--- config.mk ---
export PLATFORM = sky130hd
export DESIGN_NAME = instruction_fetch_unit_flat
export DESIGN_NICKNAME = d
export VERILOG_FILES = /design/src/rtl/instruction_fetch_unit_pkg.sv /design/src/rtl/instruction_fetch_unit_if.sv /design/src/rtl/instruction_fetch_unit_queue.sv /design/src/rtl/instruction_fetch_unit.sv /design/src/flat_wrapper.sv
export SDC_FILE = /design/constraint.sdc
export NUM_CORES = 1
export LEC_CHECK = 0
export CAP_MARGIN = 20
export CORE_UTILIZATION = 56
export DETAILED_ROUTE_END_ITERATION = 10
export MAX_ROUTING_LAYER = met4
export PLACE_DENSITY = 0.84
export SYNTH_ARGS = -nofsm -noshare
export SYNTH_HDL_FRONTEND = slang
export SYNTH_SLANG_ARGS = --single-unit
--- constraint.sdc ---
create_clock -name clk -period 5.2 [get_ports clk]
set_clock_uncertainty 0.05 [all_clocks]
set_input_delay 0.52 -clock clk [delete_from_list [all_inputs] [get_ports clk]]
set_output_delay 0.52 -clock clk [all_outputs]
set_load 0.005 [all_outputs]
--- src/rtl/instruction_fetch_unit_pkg.sv ---
// Shared definitions for the instruction fetch unit.
//   RV_NOP           : instruction word presented while no valid instruction is available
//   DEFAULT_RESET_PC : default first fetch address after reset
//   fetch_entry_t    : one fetch queue slot {pc, data, data_ok}
package fetch_pkg;

    localparam logic [31:0] RV_NOP           = 32'h0000_0013;
    localparam logic [31:0] DEFAULT_RESET_PC = 32'h0000_0000;

    typedef struct packed {
        logic [31:0] pc;
        logic [31:0] data;
        logic        data_ok;
    } fetch_entry_t;

endpackage

--- src/rtl/instruction_fetch_unit_if.sv ---
// Instruction memory channel: valid/ready request plus in-order response.
//   imem_req_valid / imem_req_addr / imem_req_ready : request handshake
//   imem_rsp_valid / imem_rsp_data                  : response, no backpressure
// master = fetch unit side, slave = memory side.
interface instruction_fetch_unit_if;

    logic        imem_req_valid;
    logic [31:0] imem_req_addr;
    logic        imem_req_ready;
    logic        imem_rsp_valid;
    logic [31:0] imem_rsp_data;

    modport master (
        output imem_req_valid, imem_req_addr,
        input  imem_req_ready, imem_rsp_valid, imem_rsp_data
    );

    modport slave (
        input  imem_req_valid, imem_req_addr,
        output imem_req_ready, imem_rsp_valid, imem_rsp_data
    );

endinterface

--- src/rtl/instruction_fetch_unit_queue.sv ---
// In-order circular fetch queue of DEPTH entries.
//   clear_i                : drop all entries (has priority over other operations)
//   alloc_i / alloc_pc_i   : allocate tail entry with pc, data_ok=0
//   fill_i / fill_data_i   : write data into the oldest entry still awaiting data
//   pop_i                  : remove head entry
//   head_o                 : head entry (data_ok is 0 whenever the queue is empty)
//   count_o / pending_o    : occupancy and number of entries awaiting data
module fetch_queue
    import fetch_pkg::*;
#(
    parameter int unsigned DEPTH = 2
) (
    input  logic                   clk,
    input  logic                   rst_n,
    input  logic                   clear_i,
    input  logic                   alloc_i,
    input  logic [31:0]            alloc_pc_i,
    input  logic                   fill_i,
    input  logic [31:0]            fill_data_i,
    input  logic                   pop_i,
    output fetch_entry_t           head_o,
    output logic [$clog2(DEPTH):0] count_o,
    output logic [$clog2(DEPTH):0] pending_o
);

    localparam int unsigned PW = $clog2(DEPTH);
    localparam int unsigned CW = PW + 1;

    fetch_entry_t   entries_q [DEPTH];
    fetch_entry_t   entries_d [DEPTH];
    logic [PW-1:0]  rd_ptr_q, rd_ptr_d;
    logic [PW-1:0]  wr_ptr_q, wr_ptr_d;
    logic [CW-1:0]  count_q, count_d;
    logic [CW-1:0]  pending_q, pending_d;
    logic [PW-1:0]  fill_idx;

    // Fills are in order, so unfilled entries are always the youngest ones:
    // the oldest unfilled entry sits just past the filled ones.
    assign fill_idx  = rd_ptr_q + PW'(count_q - pending_q);
    assign head_o    = entries_q[rd_ptr_q];
    assign count_o   = count_q;
    assign pending_o = pending_q;

    always_comb begin
        entries_d = entries_q;
        rd_ptr_d  = rd_ptr_q;
        wr_ptr_d  = wr_ptr_q;
        count_d   = count_q;
        pending_d = pending_q;
        if (clear_i) begin
            for (int unsigned i = 0; i < DEPTH; i++) begin
                entries_d[i].data_ok = 1'b0;
            end
            rd_ptr_d  = '0;
            wr_ptr_d  = '0;
            count_d   = '0;
            pending_d = '0;
        end else begin
            // data_ok is cleared on pop so an empty queue never shows a valid head.
            if (pop_i) begin
                entries_d[rd_ptr_q].data_ok = 1'b0;
                rd_ptr_d = rd_ptr_q + PW'(1);
            end
            if (fill_i) begin
                entries_d[fill_idx].data    = fill_data_i;
                entries_d[fill_idx].data_ok = 1'b1;
            end
            // Applied after pop: a full queue may pop and reuse that slot in one cycle.
            if (alloc_i) begin
                entries_d[wr_ptr_q] = fetch_entry_t'{pc: alloc_pc_i, data: '0, data_ok: 1'b0};
                wr_ptr_d = wr_ptr_q + PW'(1);
            end
            count_d   = count_q + CW'(alloc_i) - CW'(pop_i);
            pending_d = pending_q + CW'(alloc_i) - CW'(fill_i);
        end
    end

    always_ff @(posedge clk or negedge rst_n) begin
        if (!rst_n) begin
            entries_q <= '{default: '0};
            rd_ptr_q  <= '0;
            wr_ptr_q  <= '0;
            count_q   <= '0;
            pending_q <= '0;
        end else begin
            entries_q <= entries_d;
            rd_ptr_q  <= rd_ptr_d;
            wr_ptr_q  <= wr_ptr_d;
            count_q   <= count_d;
            pending_q <= pending_d;
        end
    end

endmodule

--- src/rtl/instruction_fetch_unit.sv ---
// Instruction fetch unit: issues word fetches to instruction memory, buffers
// responses in order and presents instruction/pc_count to the decoder.
//   clk, rst_n                 : clock, asynchronous active-low reset
//   fetch_en                   : allow new fetch requests
//   imem (master)              : memory request/response channel
//   redirect_valid/redirect_pc : taken branch/jump, flushes queue and in-flight fetches
//   out_valid/out_ready        : decoder handshake
//   instruction/pc_count       : head instruction word and its PC
module instruction_fetch_unit
    import fetch_pkg::*;
#(
    parameter logic [31:0] RESET_PC = DEFAULT_RESET_PC,
    parameter int unsigned DEPTH    = 2
) (
    input  logic                            clk,
    input  logic                            rst_n,
    input  logic                            fetch_en,
    instruction_fetch_unit_if.master        imem,
    input  logic                            redirect_valid,
    input  logic [31:0]                     redirect_pc,
    output logic                            out_valid,
    input  logic                            out_ready,
    output logic [31:0]                     instruction,
    output logic [31:0]                     pc_count
);

    localparam int unsigned CW = $clog2(DEPTH) + 1;
    localparam int unsigned SW = CW + 1;

    logic [31:0]   fetch_pc_q, fetch_pc_d;
    logic [CW-1:0] discard_q, discard_d;
    logic          run_q;

    fetch_entry_t  head;
    logic [CW-1:0] q_count, q_pending;
    logic          req_valid, accept, pop, fill;
    logic [SW-1:0] used, owed;

    fetch_queue #(.DEPTH(DEPTH)) u_queue (
        .clk         (clk),
        .rst_n       (rst_n),
        .clear_i     (redirect_valid),
        .alloc_i     (accept),
        .alloc_pc_i  (fetch_pc_q),
        .fill_i      (fill),
        .fill_data_i (imem.imem_rsp_data),
        .pop_i       (pop),
        .head_o      (head),
        .count_o     (q_count),
        .pending_o   (q_pending)
    );

    always_comb begin
        out_valid = head.data_ok & ~redirect_valid;
        pop       = out_valid & out_ready;
        // A slot freed by this cycle's pop may be reused by this cycle's request,
        // which is what sustains one instruction per cycle at DEPTH=2.
        used      = SW'(q_count) - SW'(pop) + SW'(discard_q);
        req_valid = run_q & fetch_en & ~redirect_valid & (used < SW'(DEPTH));
        accept    = req_valid & imem.imem_req_ready;
        // Responses with nothing outstanding are ignored (pending==0, discard==0).
        fill      = imem.imem_rsp_valid & ~redirect_valid
                    & (discard_q == '0) & (q_pending != '0);

        instruction = out_valid ? head.data : RV_NOP;
        pc_count    = (q_count != '0) ? head.pc : fetch_pc_q;

        fetch_pc_d = fetch_pc_q;
        discard_d  = discard_q;
        owed       = '0;
        if (redirect_valid) begin
            fetch_pc_d = redirect_pc & ~32'h3;
            owed = SW'(discard_q) + SW'(q_pending);
            if (imem.imem_rsp_valid && owed != '0) begin
                owed = owed - SW'(1);
            end
            discard_d = CW'(owed);
        end else begin
            if (accept) begin
                fetch_pc_d = fetch_pc_q + 32'd4;
            end
            if (imem.imem_rsp_valid && discard_q != '0) begin
                discard_d = discard_q - CW'(1);
            end
        end
    end

    assign imem.imem_req_valid = req_valid;
    assign imem.imem_req_addr  = fetch_pc_q;

    // run_q keeps imem_req_valid low while reset is asserted, independent of fetch_en.
    always_ff @(posedge clk or negedge rst_n) begin
        if (!rst_n) begin
            fetch_pc_q <= RESET_PC;
            discard_q  <= '0;
            run_q      <= 1'b0;
        end else begin
            fetch_pc_q <= fetch_pc_d;
            discard_q  <= discard_d;
            run_q      <= 1'b1;
        end
    end

endmodule

--- src/flat_wrapper.sv ---
// flat-port wrapper written by rule: the top's interface ports become plain ports
module instruction_fetch_unit_flat import fetch_pkg::*;
#(
    parameter logic [31:0] RESET_PC = DEFAULT_RESET_PC,
    parameter int unsigned DEPTH    = 2
)
  (clk, rst_n, fetch_en, redirect_valid, redirect_pc, out_valid, out_ready, instruction, pc_count, imem_imem_req_valid, imem_imem_req_addr, imem_imem_req_ready, imem_imem_rsp_valid, imem_imem_rsp_data);
  instruction_fetch_unit_if imem_i ();
  input  logic clk;
  input  logic rst_n;
  input  logic fetch_en;
  input  logic redirect_valid;
  input  logic [31:0] redirect_pc;
  output logic out_valid;
  input  logic out_ready;
  output logic [31:0] instruction;
  output logic [31:0] pc_count;
  output wire logic [$bits(imem_i.imem_req_valid)-1:0] imem_imem_req_valid;
  output wire logic [$bits(imem_i.imem_req_addr)-1:0] imem_imem_req_addr;
  input wire logic [$bits(imem_i.imem_req_ready)-1:0] imem_imem_req_ready;
  input wire logic [$bits(imem_i.imem_rsp_valid)-1:0] imem_imem_rsp_valid;
  input wire logic [$bits(imem_i.imem_rsp_data)-1:0] imem_imem_rsp_data;
  assign imem_imem_req_valid = imem_i.imem_req_valid;
  assign imem_imem_req_addr = imem_i.imem_req_addr;
  assign imem_i.imem_req_ready = imem_imem_req_ready;
  assign imem_i.imem_rsp_valid = imem_imem_rsp_valid;
  assign imem_i.imem_rsp_data = imem_imem_rsp_data;
  instruction_fetch_unit #(.RESET_PC(RESET_PC), .DEPTH(DEPTH)) u_core (.clk(clk), .rst_n(rst_n), .fetch_en(fetch_en), .imem(imem_i), .redirect_valid(redirect_valid), .redirect_pc(redirect_pc), .out_valid(out_valid), .out_ready(out_ready), .instruction(instruction), .pc_count(pc_count));
endmodule
==> summary by stage, run 1 <==
Status
The run finished, with violations left. The checks that failed: design-rule violations.

STA
The number of max-slew violations in the final report was 0. After routing, the total negative slack on setup checks comes to 0 ns. The clock period could shrink to 4.54 ns. The final count of hold timing violations was 0. The count of final setup violators is 0. The highest attainable clock frequency is between 200 and 250 MHz. Measured against its own limit, the worst slew margin works out to ~31%.

The transition time at the pin with the least slew margin is ~1.0 ns. After layout, the worst setup slack is approximately 0.66 ns. The worst path uses between 80 and 90% of the clock period.

Setup repair after global routing left no endpoint under its margin.

CTS
The number of buffers created by CTS is 17. The root buffer cell chosen for the clock tree is clkbuf_16. The number of hold buffers added after CTS was 0. The clock tree from TritonCTS is done. The clock latency at the later pin of the worst-skew pair is about 0.42 ns.

The number of resized instances in the post-cts repair step is 0. Counting along the longest clock path gives a buffer depth of 2. In this run the post-CTS setup repair buffer count came out at 0. Clock-pin slew was measured on the worst setup and hold paths at about 0.060 ns. The tree built by TritonCTS fans out to around 170 sinks. The H-tree was split into 4 levels.

GRT
The pin count of the biggest net entering global routing is between 100 and 150. The first global-routing pass estimated roughly 34 mm of wire. The aggregate global routing overflow is 0. The initial antenna violation count is 0. The total global-route track usage is around 28%. The number of global-route vias before repair is about 6.7k.

Routing
The aggregate routed wire length is roughly 20 mm. The starting DRC count in detailed routing is slightly below 400. The antenna violation net count after detailed routing is 0.

Using the TritonRoute via totals, the vias-per-cell ratio works out to around 5.6. In the routed design, unresolved DRC markers number 20. The number of vias after detailed routing is ~6.7k. The count of TritonRoute iterations in the first routing pass is 8.

The detail-routed net length per standard cell is 17.0 um.

Worst setup path
Of all nets on the critical path, the largest fanout is 37. The number of stages on the worst setup path is 14. The critical setup path kind is flop to flop. The critical path starts at u_core.u_queue.rd_ptr_q. STA classifies the critical path endpoint as a flop. The critical path buffer and inverter count is 3. The cell with the biggest individual delay on the critical path is dfrtp_4. The arrival time of data at the critical path endpoint is 4.79 ns.

The required time at the worst-slack endpoint is roughly 5.5 ns. In this design, the critical path's most frequently occurring cell is buf_4. The critical path goes through mux2i_1 -> or2_2 -> inv_1 -> nand2_1 -> nor2_1 -> o21ai_0 -> fa_1 -> xor2_1 -> buf_4 -> and3_1 -> nand2b_2 -> nor2_4 -> buf_4 -> mux2_2. The startpoint of the most critical register-to-register path is u_core.u_queue.rd_ptr_q. The family of cells with the greatest summed delay on the critical path is simple AND/OR/NAND/NOR gates. For the worst flop-to-flop path, the logic depth is 14. The worst stage delay on the critical path is ~0.6 ns. The nature of the critical path startpoint is a flop.

Final layout
At the end of the flow the core is filled with cells to 73.2%. The antenna diode count is 0. The sequential cells in the finished layout cover a total of 4180 um^2. The final layout net count is between 1k and 1.5k.

The count of fill cells added during filler insertion is 1025. In the final layout, the share of cells above drive strength 1 is between 10% and 20%. The area overhead of the layout relative to synthesis is 26.6%. Leaving out fill and tap cells, the most frequent cells in the layout are nand2_1, dfrtp_1, clkdlybuf4s50_1, a21oi_1, mux2i_1. Summing all multi-input logic gate instances after layout gives 3980 um^2. The count of placed standard cells in the final layout, fillers left out is 1203. Leaving out fill and tap cells, the most frequent cell in the layout is nand2_1.

Yosys
The instance count of the mapped netlist is just under 900. The share of the synthesized area in the top cell type is about half. The warning count from the yosys run is 0. The top flip-flop cell by instance count after synthesis is dfrtp_1. The cell type contributing the most total cell area after synthesis is dfrtp_1. The mean cell area of the mapped netlist is roughly 9.7 um^2. After synthesis the cells add up to between 8000 and 9000 um^2.

Synthesis inferred between 150 and 200 register bits. After synthesis, the netlist uses 43 different library cells. Yosys mapped a number of flops with a built-in enable equal to 0. Counting flops with an async set or reset pin after synthesis yields a share of between 90% and 100%. By area the synthesized netlist is led by dfrtp_1, nand2_1, mux2_2. The sequential fraction of the synthesis area is between 40% and 50%.

Floorplanning
The region available for standard cell placement spans 14700 um^2. 169 I/O pins were placed. The number of placement rows is 44.

Once the floorplan was initialized, standard cells occupied around 58% of the core. The area of the die is roughly 16000 um^2. The die is 125 um wide. The overall die height is between 100 and 150 um.

Pwr
In this run the power density over the cells is 335 nW/um^2. The design draws ~3600 uW. The maximum vdd drop is approximately 0.26 mV. For this design the static power due to leakage is 0.00446 uW.

Min path
The worst min-delay path category is input pin to async pin.

Placement
The number of placed instances, taps included, is roughly 1.2k. Once detailed placement completed, the half-perimeter wirelength came to about 13 mm. The number of buffers inserted by port buffering is 164. The final weighted congestion in routability-driven placement is around 0.77. Timing analysis after detailed placement gives a worst setup slack of roughly 0.65 ns.

Run
The reported max-cap violation count is 0.
## per-layer routing
layer	wire length, um	up-vias	global-route usage [%]	part of all wire, %
met5	0	-	-	0
met4	275	0	8.32	1.3
met3	874	19	4.02	4.3
met2	10200	196	45.5	50
met1	9030	3296	36.6	44
li1	-	3190	-	-
## synth_stat cells (2+ instances only)
| library cell | n |
|---|---|
| nor4_4 | 4 |
| inv_1 | 18 |
| nand2_1 | 211 |
| nor2_1 | 39 |
| nor4_1 | 2 |
| nor4_2 | 2 |
| or3_1 | 3 |
| a21oi_1 | 68 |
| and4_1 | 3 |
| mux2i_1 | 66 |
| and3_1 | 4 |
| buf_6 | 2 |
| nand3b_1 | 2 |
| nor3_1 | 14 |
| dfrtp_1 | 167 |
| buf_2 | 11 |
| xor2_1 | 8 |
| buf_4 | 9 |
| xnor2_1 | 30 |
| nor2_4 | 2 |
| clkbuf_1 | 37 |
| o21ai_1 | 12 |
| nand3_1 | 8 |
| buf_1 | 2 |
| mux2_2 | 60 |
| conb_1 | 2 |
| o21ai_0 | 53 |
| nand2b_1 | 2 |
| nand4_1 | 5 |
| ha_1 | 9 |
| nor3_2 | 2 |
| fa_1 | 2 |
| nor2b_1 | 4 |
## path summary, 6_finish.rpt
check                                                 to  slack (ns)
max in group asynchronous   u_core.u_queue.entries_q[21]        3.89
setup / recovery           u_core.u_queue.entries_q[110]        0.66
hold reg to reg             u_core.u_queue.entries_q[99]        0.45
setup reg to reg           u_core.u_queue.entries_q[110]        0.66
hold / removal             u_core.u_queue.entries_q[110]        0.16
min in group clk            u_core.u_queue.entries_q[99]        0.45
## cells by family (layout without fill, tap and decap cells)
kind of cell    Yosys count  in the layout  share of synthesized area [%]
compound gates          136            136                           8.09
xor+xnor                 38             38                           3.91
fa+ha+maj                11             11                           1.80
buf+inv                  79            224                           4.22
flops                   167            167                           49.2
mux                     126            126                           15.7
other cells               2              3                         0.0883
simple gates            314            314                           17.0
## per-stage QoR
step           hold slack (ns)  instance area [um^2]
6_report                 0.165                 10800
5_1_grt                  0.244                 10800
4_1_cts                  0.200                 10800
3_5_place_dp             0.436                 10200
3_3_place_gp             0.432                 10200
2_1_floorplan            0.174                  8510
## report_power, final
group | internal (uW) | switching [uW] | total [uW]
sequential | 1520 | 160 | 1680
combinational | 422 | 325 | 747
clock | 709 | 467 | 1180
total | 2650 | 953 | 3610
## registers in the layout, summed over array words and instances, names as in the netlist
signal / flops
u_core.u_queue.pending_o: 2
u_core.u_queue.wr_ptr_q: 1
u_core.u_queue.count_o: 2
u_core.discard_q: 2
u_core.imem.imem_req_addr: 30
u_core.run_q: 1
u_core.u_queue.entries_q: 128
u_core.u_queue.rd_ptr_q: 1
## final cells by class
cell class              instances  area share (%)
inverters                      18           0.628
clock inverters                 4           0.419
multi-input cells             628            37.0
repair buffers                178            16.3
clock buffers                  24            4.66
well taps                     184            2.14
flip-flops and latches        167            38.9
(Power assumes the default switching activity.)
==> run 2: changes to the inputs <==
--- a/config.mk
+++ b/config.mk
@@ -6,6 +6,7 @@
 export NUM_CORES = 1
 export LEC_CHECK = 0
 export CAP_MARGIN = 20
+export CORE_MARGIN = 4
 export CORE_UTILIZATION = 56
 export DETAILED_ROUTE_END_ITERATION = 10
 export MAX_ROUTING_LAYER = met4
==> summary by stage, run 2 (synthesis gave the netlist of run 1 again) <==
Pwr
The power density normalized to cell area is 335 nW/um^2 (about the same). The maximum vdd drop is 0.309 mV (was 0.259 mV). The static leakage came to 0.00445 uW (was 0.00446 uW).

Final layout
The register with the most flip-flops is u_core.u_queue.entries_q (unchanged). The flip-flop count of the largest register, all copies and words added is 128 (unchanged). The post-route core utilization is 73.4% (was 73.2%).

The final layout net count is 1094 (was 1092). The fraction of layout instances using a drive strength above 1 was 12.1% (was 11.8%). The multi-input combinational cell area was 3980 um^2 (unchanged). Top library cells by usage in the layout, fill and taps aside: nand2_1, dfrtp_1, clkdlybuf4s50_1, a21oi_1, mux2i_1 (unchanged). The most common cell after layout, fill and taps aside is nand2_1 (unchanged). The count of fill cells added during filler insertion is 1079 (was 1025). The area overhead of the layout relative to synthesis is 26.8% (was 26.6%).

The register area is 4180 um^2 (unchanged).

Worst setup path
The reg-to-reg setup timing slack is 0.89 ns (was 0.66 ns). The critical path buffer and inverter count came to 3 (unchanged). The family of cells with the greatest summed delay on the critical path is simple AND/OR/NAND/NOR gates (unchanged).

The required time at the worst-slack endpoint was 5.45 ns (about the same). The most numerous cell on the critical path is buf_4 (unchanged). The arrival time of data at the critical path endpoint is 4.56 ns (was 4.79 ns). The critical setup path kind is flop to flop (unchanged). The cell with the biggest individual delay on the critical path is dfrtp_4 (unchanged). The nature of the critical path startpoint is a flop (unchanged). The endpoint class of the critical path is a flop (unchanged). The maximum fanout encountered on the critical timing path was 20 (was 37). The startpoint of the most critical register-to-register path is u_core.u_queue.rd_ptr_q (unchanged). The worst stage delay on the critical path is 0.48 ns (was 0.59 ns).

The reg-to-reg endpoint is u_core.u_queue.entries_q[52] (was u_core.u_queue.entries_q[110]). The beginning of the critical path is u_core.u_queue.rd_ptr_q (unchanged). Cells along the critical path: mux2i_1 -> or2_2 -> inv_1 -> nand2_1 -> nor2_1 -> o21ai_0 -> fa_1 -> xor2_1 -> buf_4 -> and3_1 -> nand2b_2 -> nor2_4 -> buf_4 -> mux2_2 (unchanged). The number of cell instances on the worst register-to-register path is 14 (unchanged).

STA
Setup repair after global routing missed its margin: false (unchanged). The number of max-slew violations in the final report is 0 (unchanged). The count of final setup violators came to 0 (unchanged). The post-route clock period utilization is 82.9% (was 87.2%). The final count of hold timing violations is 0 (unchanged). The highest attainable clock frequency came to 232 MHz (was 220 MHz). The transition time at the pin with the least slew margin was 0.949 ns (was 1.03 ns). The headroom to the max-slew limit is 36.7% (was 31.3%). The final sum of negative setup slack was 0 ns (unchanged). The minimum period implied by the final worst setup slack came to 4.31 ns (was 4.54 ns).

Status
Result of the run: completed (was finished, violations left).

Routing
The number of vias after detailed routing is 6736 (was 6701). The starting DRC count in detailed routing is 565 (was 385). The antenna violation net count after detailed routing came to 0 (unchanged). The count of TritonRoute iterations in the first routing pass came to 5 (was 8). The number of design rule violations left after detail routing is 0 (was 20). The aggregate routed wire length is 20.8 mm (was 20.4 mm). The detail-routed net length per standard cell is 17.3 um (was 17.0 um).

The detailed-route vias per instance was 5.58 (was 5.57).

CTS
The clock tree from TritonCTS is done (unchanged). The number of buffers inserted by hold repair at cts is 0 (unchanged). The CTS H-tree depth is 4 (unchanged). The maximum count of clock buffers along a single path is 2 (unchanged). The post-CTS repair timing setup buffer count is 0 (unchanged).

The CTS clock-pin slew for the worst setup and hold paths was 0.07 ns (was 0.06 ns). The clock latency at the later pin of the worst-skew pair is 0.42 ns (about the same). The number of resized instances in the post-cts repair step is 0 (unchanged).

The clock sink total is 167 (unchanged). The number of buffers created by CTS is 17 (unchanged). The cell chosen for the clock root is clkbuf_16 (unchanged).

Floorplanning
The area of the die was 17200 um^2 (was 15700 um^2). The number of top-level design ports is 169 (unchanged). The width of the die is 131 um (was 125 um).

The area of the placeable core came to 14700 um^2 (unchanged). The starting utilization of the core area was 57.8% (unchanged). The overall die height is 131 um (was 125 um). The number of placement rows is 44 (unchanged).

Placement
The number of buffers inserted by port buffering is 164 (unchanged). The HPWL after detailed placement is 13.6 mm (was 12.9 mm). The final weighted congestion in routability-driven placement is 0.802 (was 0.767).

GRT
The pin count of the biggest net entering global routing is 82 (was 104). The aggregate global routing overflow is 0 (unchanged). The initial antenna violation count is 1 (was 0). The number of global-route vias before repair is 6817 (was 6659). The total global-route track usage came to 25.3% (was 28.0%). The wire length of the first global-routing pass came to 34.6 mm (was 33.6 mm).

Min path
The worst min-delay path category was input pin to async pin (unchanged).

Run
The reported max-cap violation count is 0 (unchanged).
## run 2: worst max-delay path by stage
stage / endpoint / slack [ns] / cells after the start
after floorplan: u_core.u_queue.entries_q[42] / 1.56 / 14
after global placement: u_core.u_queue.entries_q[127] / 0.94 / 14
after detailed placement: u_core.u_queue.entries_q[113] / 0.80 / 14
after CTS: u_core.u_queue.entries_q[52] / 0.83 / 14
after global routing: u_core.u_queue.entries_q[113] / 0.57 / 14
final: u_core.u_queue.entries_q[52] / 0.89 / 14
## run 2: worst reg2reg max path, delay by kind of cell, from the launching register on
family,cells,cell delay (ns)
and+or+nand+nor,6,1.65
buffers and inverters,3,0.76
muxes,2,0.52
DFF,1,0.48
adders and majority gates,1,0.41
xor gates and xnor gates,1,0.18
AOI/OAI and AO/OA,1,0.16
## run 2: area by class of cell
type | instances | share of cell area [%]
sequential | 167 | 38.8
multi-input combinational | 628 | 36.9
timing repair buffer | 180 | 16.4
clock buffer | 22 | 4.40
tap | 184 | 2.14
clock inverter | 8 | 0.696
inverter | 18 | 0.627
antenna | 1 | 0.0232
## run 2: per-layer routing
metal | vias to the layer above | track usage, % | wire length, um
met1 | 3302 | 33.2 | 9290
met4 | 0 | 7.64 | 408
met3 | 32 | 4.43 | 820
met2 | 199 | 40.9 | 10300
li1 | 3203 | - | -
met5 | - | - | 0
## run 2: metrics by stage
stage	setup WS, ns	hold slack [ns]	total power, uW	area (um^2)	instances
4_1_cts	0.828	0.111	3630	10800	1207
3_5_place_dp	0.797	0.442	2450	10200	1177
2_1_floorplan	1.56	0.174	2120	8510	874
3_3_place_gp	0.937	0.431	2410	10200	1176
5_1_grt	0.570	0.148	3810	10800	1208
6_report	0.887	0.0917	3610	10800	1208
## run 2: report_power, final
| group | switching (uW) | total, uW | internal [uW] |
|---|---|---|---|
| registers | 161 | 1680 | 1520 |
| clock network | 488 | 1180 | 688 |
| logic | 328 | 749 | 421 |
==> run 3: changes to the inputs <==
--- a/config.mk
+++ b/config.mk
@@ -7,10 +7,10 @@
 export LEC_CHECK = 0
 export CAP_MARGIN = 20
 export CORE_MARGIN = 4
-export CORE_UTILIZATION = 56
+export CORE_UTILIZATION = 52
 export DETAILED_ROUTE_END_ITERATION = 10
 export MAX_ROUTING_LAYER = met4
-export PLACE_DENSITY = 0.84
+export PLACE_DENSITY = 0.78
 export SYNTH_ARGS = -nofsm -noshare
 export SYNTH_HDL_FRONTEND = slang
 export SYNTH_SLANG_ARGS = --single-unit
==> constraint.sdc (replaced) <==
create_clock -name clk -period 4.1 [get_ports clk]
set_clock_uncertainty 0.05 [all_clocks]
set_input_delay 0.41 -clock clk [delete_from_list [all_inputs] [get_ports clk]]
set_output_delay 0.41 -clock clk [all_outputs]
set_load 0.005 [all_outputs]
==> summary by stage, run 3 (synthesis gave the netlist of run 1 again) <==
Status
Result of the run: completed (unchanged).

Routing
The aggregate routed wire length is 21.1 mm (was 20.8 mm). The number of vias after detailed routing is 6695 (was 6736). The detailed-route vias per instance was 5.39 (was 5.58). The starting DRC count in detailed routing came to 388 (was 565). The count of TritonRoute iterations in the first routing pass is 4 (was 5). The number of design rule violations left after detail routing is 0 (unchanged). The detail-routed net length per standard cell is 17.0 um (was 17.3 um). The antenna violation net count after detailed routing was 0 (unchanged).

STA
The highest attainable clock frequency is 264 MHz (was 232 MHz). The final sum of negative setup slack is 0 ns (unchanged). The number of max-slew violations in the final report is 0 (unchanged). The minimum period implied by the final worst setup slack is 3.79 ns (was 4.31 ns). The final count of hold timing violations came to 0 (unchanged). The transition time at the pin with the least slew margin came to 0.911 ns (was 0.949 ns). The post-route clock period utilization is 92.5% (was 82.9%). The headroom to the max-slew limit came to 39.3% (was 36.7%). The count of final setup violators is 0 (unchanged). Setup repair after global routing missed its margin: false (unchanged).

Final layout
The antenna diode count is 0 (was 1). The fraction of layout instances using a drive strength above 1 came to 12.5% (was 12.1%). The post-layout instance area was 10800 um^2 (about the same). The register with the most flip-flops is u_core.u_queue.entries_q (unchanged). The post-route core utilization is 68.0% (was 73.4%). The count of fill cells added during filler insertion is 1269 (was 1079).

The flip-flop count of the largest register, all copies and words added came to 128 (unchanged). Top library cells by usage in the layout, fill and taps aside: nand2_1, dfrtp_1, clkdlybuf4s50_1, a21oi_1, mux2i_1 (unchanged). The area overhead of the layout relative to synthesis is 27.6% (was 26.8%). The final layout net count is 1096 (was 1094). The most common cell after layout, fill and taps aside is nand2_1 (unchanged).

Placement
The final weighted congestion in routability-driven placement is 0.796 (was 0.802). The HPWL after detailed placement is 13.9 mm (was 13.6 mm). The number of buffers inserted by port buffering is 164 (unchanged).

The placed cell area is 10300 um^2 (was 10200 um^2).

Floorplanning
The starting utilization of the core area is 53.3% (was 57.8%). The area of the placeable core is 15900 um^2 (was 14700 um^2). The area of the die was 18500 um^2 (was 17200 um^2). The width of the die came to 136 um (was 131 um). The number of top-level design ports came to 169 (unchanged). The overall die height is 136 um (was 131 um). The number of placement rows is 46 (was 44).

Worst setup path
The endpoint class of the critical path is a flop (unchanged). The reg-to-reg setup timing slack is 0.31 ns (was 0.89 ns). The critical setup path kind is flop to flop (unchanged). The maximum fanout encountered on the critical timing path was 14 (was 20). The required time at the worst-slack endpoint came to 4.33 ns (was 5.45 ns).

The nature of the critical path startpoint is a flop (unchanged). The arrival time of data at the critical path endpoint is 4.02 ns (was 4.56 ns).

Pwr
The power density normalized to cell area came to 422 nW/um^2 (was 335 nW/um^2). The static leakage was 0.00445 uW (about the same). The maximum vdd drop is 0.330 mV (was 0.309 mV). The overall power after layout was 4580 uW (was 3610 uW).

Min path
The worst min-delay path category is input pin to async pin (unchanged).

CTS
The CTS H-tree depth is 4 (unchanged). The clock tree from TritonCTS is done (unchanged). The maximum count of clock buffers along a single path is 2 (unchanged). The clock latency at the later pin of the worst-skew pair was 0.42 ns (about the same). The number of resized instances in the post-cts repair step is 0 (unchanged). The number of buffers inserted by hold repair at cts is 0 (unchanged). The number of buffers created by CTS came to 17 (unchanged).

The cell chosen for the clock root was clkbuf_16 (unchanged). The post-CTS repair timing setup buffer count is 0 (unchanged). The CTS clock-pin slew for the worst setup and hold paths came to 0.06 ns (was 0.07 ns). The clock sink total is 167 (unchanged).

GRT
The number of global-route vias before repair was 6827 (was 6817). The wire length of the first global-routing pass came to 34.5 mm (was 34.6 mm). The total global-route track usage is 24.3% (was 25.3%). The initial antenna violation count is 0 (was 1). The pin count of the biggest net entering global routing was 100 (was 82).

The aggregate global routing overflow is 0 (unchanged).

Run
The reported max-cap violation count was 0 (unchanged).
-- run 3: final timing paths --
kind | cells after the start | to | from
setup / recovery | 12 | u_core.imem.imem_req_addr[8] | u_core.u_queue.rd_ptr_q
hold / removal | 1 | u_core.u_queue.entries_q[112] | rst_n
setup reg to reg | 12 | u_core.imem.imem_req_addr[8] | u_core.u_queue.rd_ptr_q
hold reg to reg | 1 | u_core.u_queue.entries_q[34] | u_core.u_queue.entries_q[34]
max in group asynchronous | 2 | u_core.u_queue.entries_q[73] | rst_n
min in group clk | 1 | u_core.u_queue.entries_q[34] | u_core.u_queue.entries_q[34]
-- run 3: final cells by class --
cell class / instances / area [um^2] / share of cell area [%]
inverters: 18 / 67.6 / 0.623
flip-flops and latches: 167 / 4180 / 38.6
multi-input cells: 628 / 3980 / 36.7
clock buffers: 19 / 443 / 4.08
clock inverters: 12 / 106 / 0.980
well taps: 216 / 270 / 2.49
repair buffers: 182 / 1800 / 16.6
-- run 3: report_power, final --
group / total [uW] / switching [uW] / internal [uW]
clock: 1500 / 652 / 844
sequential: 2130 / 197 / 1930
combinational: 955 / 417 / 538
-- run 3: routing by layer --
metal / GRT usage, % / routed length, um
met1: 31.0 / 9110
met2: 39.3 / 10400
met3: 4.63 / 1100
met4: 8.06 / 449
met5: - / 0
-- run 3: through the flow --
stage,cells,setup slack [ns],hold slack [ns]
floorplan,874,0.568,0.0644
global placement,1211,0.461,0.431
detailed placement,1211,0.350,0.437
CTS,1242,0.267,0.0793
global route,1242,0.0354,0.112
finish,1242,0.307,0.0466
-- run 3: worst max-delay path: stages (launching register included) --
cell and delay (ns):
dfrtp_4 0.48, mux2i_1 0.12, or2_2 0.28, inv_1 0.20, nand2_1 0.14, nor2_1 0.18
o21ai_0 0.14, fa_1 0.51, and4_1 0.29, nand2_1 0.47, or3_1 0.54, xor2_1 0.15
o21ai_0 0.09
